==> src/rtl/loader_pkg.sv <==
// Shared definitions for the CPU program loader: state encoding, default image geometry
// and state-class helpers.
package loader_pkg;

  localparam int LOADER_PROG_BYTES = 16;
  localparam int LOADER_ADDR_W     = $clog2(LOADER_PROG_BYTES);

  typedef enum logic [2:0] {
    ST_IDLE,
    ST_ARM,
    ST_SEND,
    ST_GAP,
    ST_WAIT_DONE,
    ST_DONE,
    ST_ERROR
  } state_t;

  // States in which the loader owns the CPU handshake.
  function automatic logic is_active(input state_t s);
    return s inside {ST_ARM, ST_SEND, ST_GAP, ST_WAIT_DONE};
  endfunction

  // States from which a start request is honoured.
  function automatic logic can_start(input state_t s);
    return s inside {ST_IDLE, ST_DONE, ST_ERROR};
  endfunction

endpackage

==> src/rtl/prog_image_mem.sv <==
// Program image register file: synchronous write from the host, asynchronous read
// addressed by the loader. Contents are deliberately not reset.
module prog_image_mem #(
  parameter int DEPTH  = 16,
  parameter int ADDR_W = 4
) (
  input  logic              clk,
  input  logic              we,
  input  logic [ADDR_W-1:0] wr_addr,
  input  logic [7:0]        wr_data,
  input  logic [ADDR_W-1:0] rd_addr,
  output logic [7:0]        rd_data
);

  logic [7:0] mem [DEPTH];

  always_ff @(posedge clk) begin
    if (we) mem[wr_addr] <= wr_data;
  end

  assign rd_data = mem[rd_addr];

endmodule

==> src/rtl/cpu_program_loader.sv <==
// Transmit side of the CPU program-load handshake: paces image bytes onto the CPU on ready/done_load.
// Optional handshake watchdog enabled by defining LOADER_TIMEOUT_EN.
//
//   state     | meaning
//   IDLE      | no load since reset
//   ARM       | byte presented, waiting for cpu_ready high
//   SEND      | CPU sampling, waiting for cpu_ready low
//   GAP       | fetch next byte into prog_data
//   WAIT_DONE | all bytes handed over, waiting for cpu_done_load
//   DONE      | load completed
//   ERROR     | early done_load or watchdog expiry
module cpu_program_loader
  import loader_pkg::*;
#(
  parameter int PROG_BYTES     = LOADER_PROG_BYTES,
  parameter int ADDR_W         = LOADER_ADDR_W,
  parameter int TIMEOUT_CYCLES = 255
) (
  input  logic              clk,
  input  logic              rst,
  input  logic              host_we,
  input  logic [ADDR_W-1:0] host_addr,
  input  logic [7:0]        host_data,
  input  logic              start,
  input  logic              cpu_ready,
  input  logic              cpu_done_load,
  output logic              programming,
  output logic [7:0]        prog_data,
  output logic              busy,
  output logic              load_done,
  output logic              error,
  output logic [ADDR_W:0]   byte_cnt
);

  localparam logic [ADDR_W:0] FULL_CNT = (ADDR_W+1)'(PROG_BYTES);
  localparam logic [ADDR_W:0] LAST_CNT = (ADDR_W+1)'(PROG_BYTES - 1);

  if (TIMEOUT_CYCLES < 2) begin : g_bad_timeout
    $error("cpu_program_loader: TIMEOUT_CYCLES must be at least 2");
  end

  state_t            state, state_next;
  logic              cnt_inc;
  logic              wd_expired;
  logic [ADDR_W-1:0] rd_addr;
  logic [7:0]        rd_data;
  logic [7:0]        first_byte;

  prog_image_mem #(
    .DEPTH  (PROG_BYTES),
    .ADDR_W (ADDR_W)
  ) u_image (
    .clk     (clk),
    .we      (host_we && !busy),
    .wr_addr (host_addr),
    .wr_data (host_data),
    .rd_addr (rd_addr),
    .rd_data (rd_data)
  );

  assign busy        = is_active(state);
  assign programming = busy;
  assign load_done   = (state == ST_DONE);
  assign error       = (state == ST_ERROR);

  // Outside a load byte_cnt may sit at PROG_BYTES; the first byte is always image[0].
  assign rd_addr = busy ? byte_cnt[ADDR_W-1:0] : '0;

  // A host write coinciding with start lands this edge, so forward it into byte 0.
  assign first_byte = (host_we && host_addr == '0) ? host_data : rd_data;

  always_comb begin
    state_next = state;
    cnt_inc    = 1'b0;
    case (state)
      ST_IDLE, ST_DONE, ST_ERROR: begin
        if (start) state_next = ST_ARM;
      end
      ST_ARM: begin
        if (cpu_done_load)  state_next = ST_ERROR;
        else if (cpu_ready) state_next = ST_SEND;
      end
      ST_SEND: begin
        if (!cpu_ready && byte_cnt == LAST_CNT) begin
          cnt_inc    = 1'b1;
          state_next = cpu_done_load ? ST_DONE : ST_WAIT_DONE;
        end else if (cpu_done_load) begin
          state_next = ST_ERROR;
        end else if (!cpu_ready) begin
          cnt_inc    = 1'b1;
          state_next = ST_GAP;
        end
      end
      ST_GAP: begin
        state_next = cpu_done_load ? ST_ERROR : ST_ARM;
      end
      ST_WAIT_DONE: begin
        if (cpu_done_load) state_next = ST_DONE;
      end
      default: state_next = ST_IDLE;
    endcase
    if (wd_expired && state_next == state &&
        state inside {ST_ARM, ST_SEND, ST_WAIT_DONE}) begin
      state_next = ST_ERROR;
    end
  end

  always_ff @(posedge clk) begin
    if (rst) begin
      state     <= ST_IDLE;
      byte_cnt  <= '0;
      prog_data <= '0;
    end else begin
      state <= state_next;
      if (can_start(state) && start) begin
        byte_cnt  <= '0;
        prog_data <= first_byte;
      end else begin
        if (cnt_inc && byte_cnt != FULL_CNT) byte_cnt <= byte_cnt + 1'b1;
        if (state == ST_GAP) prog_data <= rd_data;
      end
    end
  end

`ifdef LOADER_TIMEOUT_EN
  localparam int              WD_W    = $clog2(TIMEOUT_CYCLES);
  localparam logic [WD_W-1:0] WD_LOAD = WD_W'(TIMEOUT_CYCLES - 1);

  logic [WD_W-1:0] wd_cnt;

  // Reloads on entry to every state so it measures time spent in the current state only.
  always_ff @(posedge clk) begin
    if (rst || state_next != state) wd_cnt <= WD_LOAD;
    else if (wd_cnt != '0)          wd_cnt <= wd_cnt - 1'b1;
  end

  assign wd_expired = (wd_cnt == '0);
`else
  assign wd_expired = 1'b0;
`endif

endmodule

==> config.mk <==
export PLATFORM = sky130hd
export DESIGN_NAME = cpu_program_loader
export DESIGN_NICKNAME = d
export VERILOG_FILES = /design/src/rtl/loader_pkg.sv /design/src/rtl/prog_image_mem.sv /design/src/rtl/cpu_program_loader.sv
export SDC_FILE = /design/constraint.sdc
export NUM_CORES = 1
export LEC_CHECK = 0
export ABC_AREA = 1
export BUFFER_PORTS_ARGS = -buffer_cell sky130_fd_sc_hd__buf_4
export CELL_PAD_IN_SITES_DETAIL_PLACEMENT = 1
export CELL_PAD_IN_SITES_GLOBAL_PLACEMENT = 2
export CORE_AREA = 2 2 139 141
export DETAILED_ROUTE_END_ITERATION = 7
export DIE_AREA = 0 0 141 143
export GPL_TIMING_DRIVEN = 0
export PLACE_DENSITY_LB_ADDON = 0.3
export RECOVER_POWER = 100
export SYNTH_ARGS = -nofsm -noshare
export SYNTH_HDL_FRONTEND = slang
export SYNTH_SLANG_ARGS = --single-unit
==> constraint.sdc <==
create_clock -name clk -period 2.4 [get_ports clk]
set_input_delay 0.12 -clock clk [delete_from_list [all_inputs] [get_ports clk]]
set_output_delay 0.12 -clock clk [all_outputs]
set_load 0.1 [all_outputs]
==> results of run 1 <==
## sequential cells by signal, summed over array words and instances (netlist names)
signal,cells
byte_cnt,5
u_image.mem,128
state,3
prog_data,8
## per-stage QoR
step,setup WS (ns),hold WS (ns)
6_report,0.0974,0.158
5_1_grt,0.0101,0.194
4_1_cts,0.00294,0.0167
3_5_place_dp,-0.828,0.424
3_3_place_gp,-0.736,0.423
2_1_floorplan,-0.0379,0.219
## cell usage after synthesis
master	number
sky130_fd_sc_hd__a211oi_1	3
sky130_fd_sc_hd__a21oi_1	16
sky130_fd_sc_hd__buf_1	1
sky130_fd_sc_hd__buf_2	12
sky130_fd_sc_hd__buf_4	3
sky130_fd_sc_hd__buf_6	3
sky130_fd_sc_hd__clkbuf_1	12
sky130_fd_sc_hd__clkinv_1	1
sky130_fd_sc_hd__dfxtp_1	16
sky130_fd_sc_hd__edfxtp_1	128
sky130_fd_sc_hd__ha_1	4
sky130_fd_sc_hd__inv_1	100
sky130_fd_sc_hd__inv_2	1
sky130_fd_sc_hd__nand2_1	74
sky130_fd_sc_hd__nand2_2	3
sky130_fd_sc_hd__nand3_1	135
sky130_fd_sc_hd__nand3_2	2
sky130_fd_sc_hd__nand3b_1	16
sky130_fd_sc_hd__nand4_1	2
sky130_fd_sc_hd__nor2_1	39
sky130_fd_sc_hd__nor2_2	2
sky130_fd_sc_hd__nor3_1	8
sky130_fd_sc_hd__nor3b_1	1
sky130_fd_sc_hd__nor4_1	1
sky130_fd_sc_hd__o2111ai_1	16
sky130_fd_sc_hd__o211ai_1	1
sky130_fd_sc_hd__o21ai_0	10
sky130_fd_sc_hd__o31ai_1	1
sky130_fd_sc_hd__or2_2	27
## worst reg2reg max path: cells and delay by family, from the launching register on
kind | cells | cell delay, ns
simple gates | 4 | 0.75
buf+inv | 5 | 0.89
flops | 1 | 0.37
## final timing paths
| check | startpoint | end | slack, ns | cells after the start |
|---|---|---|---|---|
| min reg2reg | prog_data[1]$_SDFFE_PP0P_ | prog_data[1]$_SDFFE_PP0P_ | 0.47 | 2 |
| max | state[2]$_SDFFE_PP0P_ | u_image.mem[12][2]$_DFFE_PP_ | 0.1 | 9 |
| max reg2reg | state[2]$_SDFFE_PP0P_ | u_image.mem[12][2]$_DFFE_PP_ | 0.1 | 9 |
| min | start | byte_cnt[0]$_SDFFE_PP0P_ | 0.16 | 4 |
## power by group
part	switching (mW)	total, mW	internal, mW
clock	0.957	2.34	1.39
combinational	1.73	2.34	0.614
sequential	0.0686	2.92	2.85
## kinds of logic after synthesis
logic type	share of synthesized area, %
adder cells (fa/ha/maj)	0.761
buffers and inverters	8.33
AO/OA/AOI/OAI	4.68
AND/OR/NAND/NOR	22.9
flip-flops	63.3
## layer usage
| metal | vias to the layer above | wire length [µm] | GRT usage (%) |
|---|---|---|---|
| li1 | 2325 | - | - |
| met1 | 2395 | 8350 | 25.4 |
| met2 | 107 | 9380 | 33.3 |
| met3 | 35 | 762 | 2.85 |
| met4 | 0 | 611 | 10.3 |
| met5 | - | 0 | 0 |
## repair_timing
| action | in CTS | in global routing |
|---|---|---|
| pin swaps | 12 | 7 |
| endpoints found under the setup margin | 136 | 139 |
| endpoints found under the hold margin | 1 | 0 |
| buffers inserted | 12 | 5 |
| hold buffers | 1 | 0 |
| resized for setup | 43 | 14 |
## final cells by class
cell class	instances	area, µm²	area share [%]
multi-input cells	361	2010	25.1
well taps	234	293	3.66
plain buffers	29	165	2.07
flip-flops and latches	144	4170	52.2
repair buffers	52	457	5.71
inverters	102	389	4.87
clock buffers	20	437	5.46
clock inverters	11	73.8	0.923
==> impl.org, run 1 <==
** Clock tree
- After clock tree synthesis, the clock-pin slew on the worst setup and hold paths is 0.06 ns.
- Clock sink count :: 144
- The tree is rooted in a sky130_fd_sc_hd__clkbuf_16.
- Number of buffers created by CTS :: 17
- No sink is reached through more buffers than the 2 on the longest clock path.
- Clk_lat worst skew :: 0.43 ns
- The H-tree was split into 4 levels.
- Clock tree from TritonCTS :: built

** Drt
- Wire per inst :: approximately 20 µm
- After the first detailed-routing iteration, the DRC count stood at 317.
- Detailed-route wire length :: ~19000 µm
- Number of routed nets with antenna violations :: 0
- For this block, the via count after detailed routing is 4862.
- Iteration count of the initial detailed-routing pass :: 5
- For this run, design rule violations remaining after detail routing come to 0.
- In the routed layout, each cell is associated on average with a via count of 5.10.

** Job
- Max-cap check violation count :: 0

** Floorplan
- Effective utilization at floorplan :: 35.4%
- The die is 141 µm wide.
- Core footprint :: 18600 µm²
- FP Rows :: 50
- The die is 143 µm tall.
- The floorplan step defined a die boundary enclosing approximately 20000 µm².
- During I/O placement, the number of pins put on the boundary was 35.

** Yosys
- In the synthesized netlist, the number of instances is 638.
- Share of synthesized area occupied by flip-flops and latches :: 63.3%
- Mapped Nets :: 660
- Synth unique cells :: 29
- The largest total area in the synthesized netlist belongs to sky130_fd_sc_hd__edfxtp_1.
- Leading post-synthesis cells by cell area :: sky130_fd_sc_hd__edfxtp_1 (58%), sky130_fd_sc_hd__nand3_1 (10%), sky130_fd_sc_hd__inv_1 (5.7%), sky130_fd_sc_hd__dfxtp_1 (4.9%), sky130_fd_sc_hd__nand2_1 (4.2%)
- Summing every instance area after synthesis gives 6580 µm².
- Yosys warning count :: 0
- Number of synthesized register bits :: 144
- Fraction of synthesized cell area taken by the top area cell type :: 58.4%
- Syn Area/Cell :: 10.3 µm²

** Timing
- Period utilization :: 95.9%
- Derived from the worst setup path, the maximum achievable clock frequency is 434 MHz.
- The number of endpoints with negative hold slack in the final report was 0.
- Slew at the pin with the worst max-slew slack :: approximately 1.2 ns
- Final worst clock skew :: 0.0106 ns
- Setup repair after global routing left no endpoint under its margin.
- The final number of max-transition violations is 0.
- Aggregate negative setup slack :: 0 ns
- Setup violations remaining at the end of the flow were counted as 0.
- Max transition margin :: 21.3%
- Counting I/O delays and the setup requirement, the final critical path takes about 2.3 ns.

** Worst setup path
- Sum of buffers and inverters on the critical path :: 5
- Counting stages on the worst path, the most repeated cell is sky130_fd_sc_hd__nand3_4.
- In this design, the stage delay of the slowest critical-path cell is 0.37 ns.
- Critical path class :: reg -> reg
- Slowest cell on crit path :: sky130_fd_sc_hd__dfxtp_2
- Gate family responsible for the most delay along the worst path :: buffers and inverters
- The worst setup path is captured at a register.
- Launching element type of the critical path :: register
- Sequence of cells on the critical path :: inv_1 > nand3_4 > nand3_4 > buf_6 > buf_4 > nor2_4 > clkinvlp_4 > nor3_2 > buf_12
- Critical path data required time :: 2.54 ns
- STA puts the critical path data arrival time at 2.44 ns.
- Along the worst path, the maximum fanout reaches 11.

** Power and ir drop
- Highest ir drop seen on vdd :: 615 µV
- Overall power consumption after layout is estimated at 7.61 mW.
- In this run the static leakage power is roughly 3.1 nW.
- Power density over cell area :: 951 nW/µm²

** Global routing
- Entering global routing, the biggest net connects 20 pins.
- Initial antenna violation count :: 0
- GRT Overall Usage :: 19.9%
- Via count of the first global-routing pass :: 5095
- The total overflow left after global routing is 0.
- First-pass GRT wire length :: 29400 µm

** Placement
- The number of placed instances, taps included, is 906.
- Estimated wirelength of the detail-placed design :: 13200 µm
- The congestion estimate from routability-driven global placement came to 0.813.
- IO Port Bufs :: 34
- Area after DPL :: about 7000 µm²

** Layout
- In the layout the commonest cells are sky130_fd_sc_hd__nand3_1 (133), sky130_fd_sc_hd__edfxtp_1 (128), sky130_fd_sc_hd__inv_1 (99).
- Design area :: 8000 µm²
- Leaving out fill and tap cells, the most frequent cell in the layout is sky130_fd_sc_hd__nand3_1.
- Compared with the post-synthesis result, the final layout area differs by 21.6%.
- The finished layout holds 953 standard cells, fillers aside.
- Counting the fill cells in the layout gives 2025.
- Cells fill 43.0% of the core in the end.
- At the end of the flow, the number of nets in the layout was 729.
- The post-route netlist has 19.5% of its cells at a drive strength greater than 1.
- Inserted Diodes :: 0

** Worst hold path
- Tightest Hold Check Type :: in -> reg

** Outcome
- Result of the run :: completed
(Power assumes the default switching activity.)
==> inputs of run 2 (changes only) <==
==> constraint.sdc (replaced) <==
create_clock -name clk -period 2.4 [get_ports clk]
set_input_delay 0.36 -clock clk [delete_from_list [all_inputs] [get_ports clk]]
set_output_delay 0.36 -clock clk [all_outputs]
set_load 0.1 [all_outputs]
==> run 2 against run 1 <==
Cell area shrank 0.72%. Die area is the same. Critical path depth shrank 1. Flip-flop and latch count is the same. Power shrank 1.4%.
==> impl.org, run 2 (synthesized netlist as in run 1, its figures left out) <==
** Power and ir drop
- For this design the ratio of total power to cell area is 945 nW/µm².
- The worst-case IR drop observed on VDD is 580 µV.
- Summed over all cells, the static leakage comes to between 3 and 4 nW.

** Worst setup path
- Count of cells along the worst register-to-register path :: 8
- In this run the critical register-to-register path is captured at u_image.mem[6][0]$_DFFE_PP_.
- The startpoint identified for the worst register-to-register timing path is state[2]$_SDFFE_PP0P_.
- Worst Setup End Kind :: register
- Of all nets on the critical path, the largest fanout is 20.
- At the worst endpoint, the arrival time is 2.40 ns.
- Critical path data required time :: 2.52 ns
- Setup slack on the worst flop-to-flop path :: about 0.12 ns
- The critical path is of the reg -> reg type.
- Launching element type of the critical path :: register

** Layout
- The largest registers in the layout are u_image.mem (128), prog_data (8), byte_cnt (5).
- Most common cell after layout, fill and taps aside :: sky130_fd_sc_hd__nand3_1
- The sequential cells in the finished layout cover a total of about 4200 µm².
- The register with the most flip-flops in the layout has 128 of them.
- Fill cells in the final layout number 2033.
- Area taken by multi-input logic gates :: 1940 µm²
- In the layout the commonest cells are sky130_fd_sc_hd__nand3_1 (133), sky130_fd_sc_hd__edfxtp_1 (128), sky130_fd_sc_hd__inv_1 (99).
- 0 antenna diodes ended up in the layout.
- Non-filler instance count after layout :: 953
- Compared with the post-synthesis result, the final layout area differs by 20.7%.
- Number of nets in the finished design :: 729
- Fraction of final layout cells sized beyond drive strength 1 :: 18.5%
- Ranked by flip-flop count, first place goes to u_image.mem.

** Drt
- Total via count in the routed design :: between 4000 and 5000
- Number of routed nets with antenna violations :: 0
- Detailed router's first-iteration violation count :: 355
- In the routed layout, each cell is associated on average with a via count of 5.10.
- After detailed routing, the number of remaining DRC violations is 0.
- Dividing the detail-routed wire length by the instance count gives 20.2 µm.
- Iteration count of the initial detailed-routing pass :: 5
- Detailed-route wire length :: 19200 µm

** Outcome
- Result of the run :: completed

** Placement
- Including well taps, the total number of placed cells is a little over 900.
- Buffers placed on the I/O ports in this run total 34.
- Estimated wirelength of the detail-placed design :: 13200 µm
- At the placement stage, the worst setup path has a slack of -0.828 ns.
- At the end of routability-driven placement, the weighted congestion stood at 0.813.

** Global routing
- The first global-routing pass estimated about 30000 µm of wire.
- For this run, the total global-route usage over all layers was measured as 20.0%.
- Overflow left after global routing :: 0
- Initial antenna violation count :: 0
- Maximum number of pins on one net before global-route repair :: 21
- Via count of the first global-routing pass :: 5059

** Timing
- Dividing the final minimum period by the clock period gives ~95%.
- For the pin with the worst max-slew slack, the measured transition is 1.19 ns.
- Across all hold checks on the routed design, the worst slack comes to 0.231 ns.
- Final worst clock skew :: 0.0113 ns
- Min cycle time layout :: 2.28 ns
- After routing, the total negative slack on setup checks comes to 0 ns.
- Final Setup Violations :: 0
- Number of pins exceeding their max-slew limit in the final report :: 0
- Timing-limited maximum frequency :: about 440 MHz
- Across all setup checks in the final design, the least slack found is between 0.1 and 0.15 ns.
- The number of endpoints with negative hold slack in the final report came to 0.
- Headroom to the max-slew limit came out at 21.3%.
- RSZ-0062 raised after global routing :: false

** Job
- Max-cap check violation count :: 0

** Floorplan
- The total area inside the core boundary comes to 18600 µm².
- Die width :: 141 µm
- Effective utilization at floorplan :: between 30% and 40%
- The die covers 20200 µm².
- Pin placement for this block handled 35 I/O pins.
- Row generation in the floorplan step produced 50 rows.
- Height of the chip :: approximately 140 µm

** Clock tree
- The number of clock buffers added by TritonCTS is 17.
- Clock tree from TritonCTS :: built
- Cts hold-fix bufs :: 0
- The clock reaches the later pin of the worst-skew pair after 0.43 ns.
- The H-tree was split into 4 levels.
- Clk pin slew, worst setup/hold paths :: 0.06 ns
- Counting along the longest clock path gives a buffer depth of 2.
- Clock tree root driver cell :: sky130_fd_sc_hd__clkbuf_16
- Clock tree synthesis found a total of 144 sinks.

** Worst hold path
- For hold timing, the worst endpoint is state[2]$_SDFFE_PP0P_.
- The worst hold path was traced through 4 stages.
- Origin of the worst min-delay path :: rst
- The worst hold path belongs to the class in -> reg.
[run 2: cell types whose count changed in the layout (fill, tap and decap cells not counted), moves of 2 or more]
cell,before,now
sky130_fd_sc_hd__nor2_1,26,32
sky130_fd_sc_hd__clkbuf_1,31,29
sky130_fd_sc_hd__nand3_2,1,3
sky130_fd_sc_hd__buf_2,11,6
sky130_fd_sc_hd__nand2_1,71,73
sky130_fd_sc_hd__nand3_4,3,1
sky130_fd_sc_hd__clkbuf_4,2,5
sky130_fd_sc_hd__nor2_4,8,3
sky130_fd_sc_hd__dfxtp_1,10,12
sky130_fd_sc_hd__nand2_2,6,4
sky130_fd_sc_hd__buf_4,17,21
sky130_fd_sc_hd__dfxtp_2,6,4
[run 2: metal layers]
metal | global-route usage, % | wire, µm
met5 | 0 | 0
met2 | 33.9 | 9410
met4 | 9.21 | 539
met1 | 25.5 | 8590
met3 | 2.88 | 692
[run 2: layout make-up]
| type | count | share of cell area, % |
|---|---|---|
| timing repair buffer | 53 | 5.90 |
| sequential | 144 | 52.5 |
| tap | 234 | 3.69 |
| multi-input combinational | 361 | 24.5 |
| buffer | 28 | 2.13 |
| clock inverter | 11 | 0.930 |
| inverter | 102 | 4.85 |
| clock buffer | 20 | 5.50 |
[run 2: per-stage QoR]
step	area, µm²	power, mW	utilization, %
2_1_floorplan	6580	4.47	-
3_3_place_gp	7130	5.07	38.4
6_report	7940	7.50	42.7
4_1_cts	8090	7.62	43.5
5_1_grt	7940	7.81	42.7
3_5_place_dp	7130	5.12	38.4
[run 2: power by group]
part	total, mW	switching [mW]	internal, mW
registers	2.92	0.0662	2.85
logic	2.23	1.68	0.550
clock network	2.35	0.964	1.39
[run 2: how the worst max path moves through the flow]
stage	start	to	cells after the start
floorplan	state[0]$_SDFFE_PP0P_	u_image.mem[0][0]$_DFFE_PP_	8
global placement	state[0]$_SDFFE_PP0P_	u_image.mem[12][0]$_DFFE_PP_	8
global route	state[2]$_SDFFE_PP0P_	u_image.mem[2][2]$_DFFE_PP_	8
finish	state[2]$_SDFFE_PP0P_	u_image.mem[6][0]$_DFFE_PP_	8
detailed placement	state[0]$_SDFFE_PP0P_	u_image.mem[12][2]$_DFFE_PP_	8
CTS	byte_cnt[1]$_SDFFE_PP0P_	state[0]$_SDFFE_PP0P_	12
[run 2: repair_timing]
| action | CTS | global route |
|---|---|---|
| endpoints found under the setup margin | 138 | 10 |
| buffers inserted | 16 | 3 |
| pin swaps | 13 | 1 |
| gates cloned | 0 | 0 |
| gates resized for setup | 45 | 20 |
[run 2: worst max-delay path, stage by stage, from the launching register on]
cell and delay [ns]:
sky130_fd_sc_hd__dfxtp_1 0.43, sky130_fd_sc_hd__inv_2 0.10, sky130_fd_sc_hd__nand2_1 0.16, sky130_fd_sc_hd__nand3_4 0.11
sky130_fd_sc_hd__buf_4 0.24, sky130_fd_sc_hd__nor2_2 0.23, sky130_fd_sc_hd__nand2_1 0.30, sky130_fd_sc_hd__nor2_4 0.18
sky130_fd_sc_hd__clkbuf_4 0.23
==> inputs of run 3 (changes only) <==
- PLACE_DENSITY_LB_ADDON: 0.3 -> 0.1
==> run 3 against run 2 <==
Sequential share of layout area shrank 1.5 points. Non-clock buffer count down 2. Power grew 9.0%. Final cell count down 0.10%. Wire length increased by 2.6%. Flip-flop and latch count unchanged. Critical path depth up 4. Clock power rose by 26%. Sequential power about the same. Largest cell class unchanged.
==> impl.org, run 3 (synthesized netlist as in run 1, its figures left out) <==
** Drt
- In the routed layout, each cell is associated on average with a via count of 5.08.
- For this block, the routed nets add up to 19700 µm of wire.
- Dividing the detail-routed wire length by the instance count gives 20.7 µm.
- Detailed router's first-iteration violation count :: 327
- Number of routed nets with antenna violations :: 0
- For this run, the detailed router's first-pass iteration total came to 4.
- In the routed design, unresolved DRC markers number 0.
- Total via count in the routed design :: 4839

** Layout
- The register with the most flip-flops in the layout has ~130 of them.
- Most used cells in the layout excluding fill and tap cells :: sky130_fd_sc_hd__nand3_1 (132), sky130_fd_sc_hd__edfxtp_1 (128), sky130_fd_sc_hd__inv_1 (98)
- Non-filler instance count after layout :: 952
- Register with the most flip-flops :: u_image.mem
- Fraction of final layout cells sized beyond drive strength 1 :: 21.0%
- Number of nets in the finished design :: 727
- Relative to the synthesized area, the layout overhead comes to 24.4%.
- Filler cell count in the final layout :: 2053
- The largest registers in the layout are u_image.mem (128), prog_data (8), byte_cnt (5).
- Inserted Diodes :: 0
- Most common cell after layout, fill and taps aside :: sky130_fd_sc_hd__nand3_1

** Timing
- Max transition margin :: 20.8%
- The routed design could run at a clock period as short as 2.22 ns.
- Final worst clock skew :: 0.00777 ns
- Final Setup Violations :: 0
- Timing-limited maximum frequency :: roughly 450 MHz
- The final critical path takes up 92.7% of the cycle.
- The tightest hold path in the finished design has a slack of 0.211 ns.
- The final number of max-transition violations is 0.
- Hold Vio Cnt, Final :: 0
- Setup repair after global routing could not meet its margin everywhere.
- Slew at the pin with the worst max-slew slack :: 1.19 ns

** Power and ir drop
- Highest ir drop seen on vdd :: 527 µV
- Power density over cell area :: 999 nW/µm²
- Static power due to leakage :: around 3.2 nW

** Worst setup path
- Worst Setup End Kind :: register
- For the worst setup path, the data arrival time is about 2.6 ns.
- STA puts the critical path data required time at 2.75 ns.
- In this run the worst path has a maximum fanout of 10.
- Critical path class :: reg -> reg
- The worst register-to-register path ends at prog_data[5]$_SDFFE_PP0P_.
- Sequence of cells on the critical path :: nor2_2 > nand2_1 > nand3_4 > buf_4 > nand2_2 > clkbuf_4 > nand3_1 > nand3_1 > nand3_1 > nand3_1 > nand2_1 > a21oi_1
- Stage delay of the slowest cell on the critical path :: 0.42 ns
- Most frequent CP cell :: sky130_fd_sc_hd__nand3_1
- Launch point of the worst reg-to-reg path :: state[1]$_SDFFE_PP0P_
- Slowest cell on crit path :: sky130_fd_sc_hd__dfxtp_1
- Counting cells, the worst reg-to-reg path comes to 12.
- Setup slack on the worst flop-to-flop path :: 0.18 ns
- The worst setup path is launched from a register.

** Worst hold path
- Tightest Hold Check Type :: in -> reg
- Hold EP :: state[2]$_SDFFE_PP0P_
- Count of cells along the worst hold path :: 4
- In this run the most critical hold path is launched from rst.

** Clock tree
- Clock tree from TritonCTS :: built
- Cts hold-fix bufs :: 0
- The longest clock path from root to sink contains 2 buffers.
- Clk pin slew, worst setup/hold paths :: 0.07 ns
- The cell sitting at the root of the clock tree is a sky130_fd_sc_hd__clkbuf_16.
- Total number of H-tree levels :: 4
- Clock latency on the worst-skew pair, taken at its later pin, is 0.43 ns.
- Clock sink count :: 144
- Number of buffers created by CTS :: 17

** Floorplan
- In this run the core area contains 50 standard-cell rows.
- The die covers 20200 µm².
- The floorplan step defined a core boundary enclosing 18600 µm².
- Top-level port count :: 35
- Measured along the y axis, the die boundary spans 143 µm.
- Die width :: between 100 and 150 µm
- Effective utilization at floorplan :: a little over a third

** Global routing
- The initial antenna violation count came to 0.
- Entering global routing, the biggest net connects 18 pins.
- Via count of the first global-routing pass :: 5029
- Overflow left after global routing :: 0
- First-pass GRT wire length :: 30200 µm
- Global routing used between 20% and 30% of the available tracks across all layers.

** Placement
- The number of placed instances, taps included, is 906.
- IO Port Bufs :: 34
- At the end of routability-driven placement, the weighted congestion stood at 0.789.
- Once detailed placement completed, the half-perimeter wirelength came to roughly 14000 µm.

** Job
- Max-cap check violation count :: 0

** Outcome
- The flow ran to the end, and the final reports show no timing, DRC or antenna violations.
-- run 3: worst max path at each step --
stage | from | end | slack [ns] | cells after the start
6_report | state[1]$_SDFFE_PP0P_ | prog_data[5]$_SDFFE_PP0P_ | 0.18 | 12
5_1_grt | state[1]$_SDFFE_PP0P_ | prog_data[5]$_SDFFE_PP0P_ | -0.01 | 12
4_1_cts | byte_cnt[1]$_SDFFE_PP0P_ | state[0]$_SDFFE_PP0P_ | 0.02 | 12
3_5_place_dp | state[0]$_SDFFE_PP0P_ | u_image.mem[12][3]$_DFFE_PP_ | -0.75 | 8
3_3_place_gp | state[0]$_SDFFE_PP0P_ | u_image.mem[12][2]$_DFFE_PP_ | -0.72 | 8
2_1_floorplan | state[0]$_SDFFE_PP0P_ | u_image.mem[0][0]$_DFFE_PP_ | -0.04 | 8
-- run 3: timing repair --
item                                   in CTS  in global routing
pin swaps                                  13                  2
endpoints found under the hold margin       0                  0
setup buffers                              14                  3
resized for setup                          44                 26
setup endpoints to repair                 137                137
-- run 3: worst max-delay path, delay by kind of cell, from the launching register on --
family | cells | cell delay (ns)
DFF | 1 | 0.42
buffers and inverters | 2 | 0.47
AOI/OAI and AO/OA | 1 | 0.12
and+or+nand+nor | 9 | 1.13
-- run 3: layout make-up --
cell class / instances / area (µm²) / area share [%]
plain buffers: 28 / 173 / 2.11
clock buffers: 17 / 425 / 5.20
clock inverters: 15 / 231 / 2.83
inverters: 102 / 388 / 4.74
multi-input cells: 361 / 2040 / 25.0
flip-flops and latches: 144 / 4170 / 51.0
well taps: 234 / 293 / 3.58
repair buffers: 51 / 455 / 5.57
-- run 3: power by group --
group          switching (mW)  internal [mW]  total (mW)  leakage [nW]
logic                    1.74          0.558        2.30          1.62
clock network            1.10           1.86        2.96         0.314
registers              0.0689           2.85        2.92          1.29
total                    2.91           5.26        8.17          3.22
-- run 3: per-layer routing --
layer  up-vias  wire [µm]  track usage, %  part of all wire [%]
met5         -          0               0                     0
met4         0        258            4.95                   1.3
met3        19        782            3.86                   4.0
met2        87       9510            34.7                    48
met1      2402       9180            27.8                    47
li1       2331          -               -                     -
-- run 3: per-stage QoR --
stage / setup WS [ns] / setup TNS [ns] / power (mW) / util [%] / area, µm²
3_3_place_gp: -0.720 / -62.63 / 5.10 / 38.4 / 7130
2_1_floorplan: -0.0379 / -1.22 / 4.47 / - / 6580
5_1_grt: -0.0107 / -0.0196 / 8.50 / 44.0 / 8180
4_1_cts: 0.0170 / 0 / 8.23 / 44.2 / 8210
6_report: 0.175 / 0 / 8.17 / 44.0 / 8180
3_5_place_dp: -0.750 / -65.81 / 5.13 / 38.4 / 7130
